`src/rtl/down_timer.sv`:
```
// down_timer: loadable, prescaled down-counter with one-shot and auto-reload modes.
// A start from IDLE captures load value, prescale and mode; the count decrements
// once every prescale+1 RUN cycles and flags terminal count with a one-cycle tc.

module down_timer #(
  parameter int unsigned WIDTH = 8,
  parameter int unsigned PW    = 4
) (
  input  logic             clk,
  input  logic             rst,
  input  logic             start,
  input  logic             pause,
  input  logic             abort,
  input  logic             auto_reload,
  input  logic [WIDTH-1:0] load_val,
  input  logic [PW-1:0]    prescale,
  output logic [WIDTH-1:0] count,
  output logic             busy,
  output logic             tc,
  output logic             done,
  output logic             zero_err
);

  typedef enum logic [1:0] {
    ST_IDLE  = 2'd0,
    ST_RUN   = 2'd1,
    ST_PAUSE = 2'd2
  } state_e;

  state_e           state_q;
  state_e           state_d;

  logic [PW-1:0]    presc_q;
  logic [PW-1:0]    presc_d;
  logic [PW-1:0]    cap_q;
  logic [PW-1:0]    cap_d;
  logic [WIDTH-1:0] load_q;
  logic [WIDTH-1:0] load_d;
  logic             auto_q;
  logic             auto_d;

  logic [WIDTH-1:0] count_d;
  logic             busy_d;
  logic             tc_d;
  logic             done_d;
  logic             zero_err_d;

  logic             tick_c;
  logic [PW-1:0]    presc_next_c;

  // Tick fires in the cycle the prescaler sits at the captured cap.
  assign tick_c = (presc_q == cap_q);

  // Prescaler advance, saturating at the cap so it can never wrap.
  assign presc_next_c = (presc_q < cap_q) ? presc_q + PW'(1) : cap_q;

  // Next-state and next-output logic; abort beats start, start beats pause.
  always_comb begin
    state_d    = state_q;
    presc_d    = presc_q;
    cap_d      = cap_q;
    load_d     = load_q;
    auto_d     = auto_q;
    count_d    = count;
    tc_d       = 1'b0;
    done_d     = done;
    zero_err_d = 1'b0;

    unique case (state_q)
      ST_IDLE: begin
        if (start) begin
          if (load_val != '0) begin
            load_d  = load_val;
            cap_d   = prescale;
            auto_d  = auto_reload;
            count_d = load_val;
            presc_d = '0;
            done_d  = 1'b0;
            state_d = ST_RUN;
          end else begin
            zero_err_d = 1'b1;
          end
        end
      end

      ST_RUN: begin
        if (abort) begin
          count_d = '0;
          presc_d = '0;
          state_d = ST_IDLE;
        end else if (pause && !start) begin
          // Freeze prescaler and count; a tick landing here is dropped.
          state_d = ST_PAUSE;
        end else if (tick_c) begin
          presc_d = '0;
          if (count > WIDTH'(1)) begin
            count_d = count - WIDTH'(1);
          end else if (count == WIDTH'(1)) begin
            tc_d = 1'b1;
            if (auto_q) begin
              // Reload directly from 1 so zero is never observable.
              count_d = load_q;
            end else begin
              count_d = '0;
              done_d  = 1'b1;
              state_d = ST_IDLE;
            end
          end
        end else begin
          presc_d = presc_next_c;
        end
      end

      ST_PAUSE: begin
        if (abort) begin
          count_d = '0;
          presc_d = '0;
          state_d = ST_IDLE;
        end else if (start) begin
          state_d = ST_RUN;
        end
      end

      default: begin
        count_d = '0;
        presc_d = '0;
        state_d = ST_IDLE;
      end
    endcase

    busy_d = (state_d != ST_IDLE);
  end

  // State, captured configuration and registered outputs.
  always_ff @(posedge clk or negedge rst) begin
    if (!rst) begin
      state_q  <= ST_IDLE;
      presc_q  <= '0;
      cap_q    <= '0;
      load_q   <= '0;
      auto_q   <= 1'b0;
      count    <= '0;
      busy     <= 1'b0;
      tc       <= 1'b0;
      done     <= 1'b0;
      zero_err <= 1'b0;
    end else begin
      state_q  <= state_d;
      presc_q  <= presc_d;
      cap_q    <= cap_d;
      load_q   <= load_d;
      auto_q   <= auto_d;
      count    <= count_d;
      busy     <= busy_d;
      tc       <= tc_d;
      done     <= done_d;
      zero_err <= zero_err_d;
    end
  end

endmodule

```
`config.mk`:
```
export PLATFORM = sky130hd
export DESIGN_NAME = down_timer
export DESIGN_NICKNAME = d
export VERILOG_FILES = /design/src/rtl/down_timer.sv
export SDC_FILE = /design/constraint.sdc
export NUM_CORES = 1
export LEC_CHECK = 0
export ABC_AREA = 1
export BUFFER_PORTS_ARGS = -buffer_cell sky130_fd_sc_hd__clkbuf_2
export CAP_MARGIN = 5
export CORE_MARGIN = 5
export CORE_UTILIZATION = 35
export DETAILED_ROUTE_END_ITERATION = 6
export PLACE_DENSITY = 0.65
export SLEW_MARGIN = 20
export SYNTH_ARGS = -nofsm -noshare
export SYNTH_HDL_FRONTEND = slang
export SYNTH_SLANG_ARGS = --single-unit
export TNS_END_PERCENT = 5
```
`constraint.sdc`:
```
create_clock -name clk -period 2.65 [get_ports clk]
set_clock_uncertainty 0.2 [all_clocks]
set_input_delay 0.53 -clock clk [delete_from_list [all_inputs] [get_ports clk]]
set_output_delay 0.53 -clock clk [all_outputs]
set_load 0.1 [all_outputs]
```
==> metrics <==
status finished, final reports clean; pin count of the biggest net entering global routing 32; minimum clock period 2.08 ns; DRC 0; layout cell share with drive strength beyond 1 17.6%; Leak 1.26 nW; part of the power in the clock network 18.9%; NetSw 1.30 mW; Comb pwr share 51.7%; Slew Limit Fails 0; Reg power frac 29.4%; Layout Nets 337; PortBufs 29; vias in the first global route 1857; internal power 1.18 mW; Die Ht 84.6 microns; count leader, synth nand2_1; period utilization 78.6%; ANT nets after route 0; Rel. slew slack 47.1%; Post-CTS Setup Bufs 0; Final Total Pwr 2.48 mW; Post-synth EDFFs 0; CTS buffer count 5; GP Congestion 0.902; drt pass-1 iters 4; Critical Path Start Type flop; WL final 4.70 mm; most frequent cells after synthesis nand2_1 (114), dfrtp_1 (31), nor2_1 (26); Core Region 5470 sq um; FP Rows 27; worst-path cell chain inv_1 > ha_1 > o21ai_1 > nor2_2 > inv_2 > nand2_1 > nand3_1 > nand2_1 > nand2_1 > nand2_1; Synth warnings 0; worst hold path type in2async; Placement Setup Slack 0.558 ns; Clock Sinks 31; Crit Reg-Reg Endpoint count[0]$_DFFE_PN0P_; Hold Vio Cnt, Final 0; Clk Latency, worst-skew pair 0.29 ns; CTS tree built; crit-path max FO 11; switching fraction of total power 52.5%; Most common cell on crit path nand2_1; die area 7160 sq um; post-synth cell types 27; Critical-path top delay cell dfrtp_1; VDD IR-drop max 516 uV; top cells by area, synth dfrtp_1 (40%), nand2_1 (22%), nand3_1 (5.4%); fmax 480 MHz; sequential-to-total area share from yosys stat 39.8%; DR iter-0 viols 73; clk slew on worst S/H paths 0.07 ns; Ant. Diodes 0; WP data required 2.68 ns; max-cap violations 0; setup TNS 0 ns; synth-to-layout area growth 16.6%; initial antenna violation count 0; Overflow after GRT 0; WL/cell 12.2 microns; maximum clock insertion buffer count 2; Cell Pwr Density 1090 nW/um^2; first-pass GRT wire length 8.29 mm; DPL Wire Length 3.58 mm; Root Buffer clkbuf_8; Post-Synthesis Net Count 305; IO Count 30; Worst Setup End Kind flop; RR Startpoint count[0]$_DFFE_PN0P_; worst-margin pin slew 0.794 ns; die width 84.6 microns; RSZ-0062 raised after global routing false; FF+latch count, synth 31; Finished Layout Cells 385; Synth area leader dfrtp_1; Synth async-reset ratio 100%; ys flop type dfrtp_1; CP delay by family, top simple AND/OR/NAND/NOR gates; drt via density 4.72; H-tree lvl count 2; Syn Area/Cell 6.96 sq um; Final Util 41.5%; CP max stage delay 0.44 ns; setup slack, reg-to-reg 0.57 ns; post-CTS sizing 0; Syn Std Cell Area 1950 sq um; R2R depth 10; hold buffers post-CTS 0; Vias 1818; CP arrival 2.11 ns; GRT Resource Usage Total 14.2%; Buf/Inv on CP 2; Cells after Synth 280; worst setup slack after layout 0.567 ns; share of the synthesized area in the top cell type 39.8%; Crit Path Category reg2reg; Initial Util 35.6%; Final setup violation count 0; dpl cells 377
metrics by stage:
stage	hold slack [ns]	cell area [sq um]
after floorplan	0.0344	1950
after global placement	0.261	2160
after detailed placement	0.267	2160
final	0.115	2270
after CTS	0.151	2270
after global routing	0.198	2270
routing by layer:
layer  share of wire, %  GRT usage (%)  routed length [microns]
met1                 48           18.9                     2250
met2                 45           21.8                     2140
met3                4.5           3.93                      211
met4                2.1           5.61                      101
met5                  0              0                        0
power by group through the flow:
stage                     clock network (mW)  registers [mW]  logic, mW
after detailed placement                   0           0.737       1.29
after CTS                              0.487           0.729       1.29
after global routing                   0.505           0.754       1.41
after floorplan                            0            1.16      0.609
final                                  0.469           0.729       1.28
after global placement                     0           0.735       1.27
cell families after synthesis:
logic type / count (synthesis) / synth area share, %
buffers and inverters: 33 / 7.13
adder cells (fa/ha/maj): 7 / 4.50
XOR/XNOR: 3 / 1.35
AND/OR/NAND/NOR: 179 / 39.8
AO/OA/AOI/OAI: 27 / 7.39
flip-flops: 31 / 39.8
cell type report:
type | instances | area, sq um
Fill cell | 603 | 3200
Timing Repair Buffer | 30 | 153
Inverter | 28 | 108
Tap cell | 72 | 90.1
Sequential cell | 31 | 776
Clock buffer | 5 | 68.8
Clock inverter | 3 | 43.8
Multi-Input combinational cell | 216 | 1030
sequential cells by signal (all words and copies together), names as in the netlist:
| register | cells |
|---|---|
| cap_q | 4 |
| zero_err | 1 |
| busy | 1 |
| auto_q | 1 |
| done | 1 |
| presc_q | 4 |
| state_q | 2 |
| load_q | 8 |
| count | 8 |
| tc | 1 |
how the worst max path moves through the flow:
| stage | cells after the start | slack [ns] | end | start |
|---|---|---|---|---|
| after floorplan | 11 | 0.18 | count[7]$_DFFE_PN0P_ | count[0]$_DFFE_PN0P_ |
| after global placement | 7 | 0.57 | busy$_DFF_PN0_ | load_val[5] |
| after detailed placement | 7 | 0.56 | busy$_DFF_PN0_ | load_val[5] |
| after CTS | 10 | 0.56 | count[0]$_DFFE_PN0P_ | count[0]$_DFFE_PN0P_ |
| after global routing | 10 | 0.32 | count[0]$_DFFE_PN0P_ | count[0]$_DFFE_PN0P_ |
| final | 10 | 0.57 | count[0]$_DFFE_PN0P_ | count[0]$_DFFE_PN0P_ |
cell usage in the layout, fill, tap and decap left out, types with 3 or more instances in the layout:
cell type / synthesis / layout
o21ai_1: 3 / 3
o21ai_0: 10 / 10
clkbuf_2: 0 / 29
dfrtp_1: 31 / 31
ha_1: 7 / 7
nand2_1: 114 / 114
a21oi_1: 11 / 11
nor2_2: 5 / 5
inv_1: 25 / 25
nand2_2: 3 / 3
nand4_1: 4 / 4
nand3_1: 21 / 21
clkbuf_8: 0 / 5
nor2_1: 26 / 26
No activity file was read; power rests on OpenSTA's default activity.
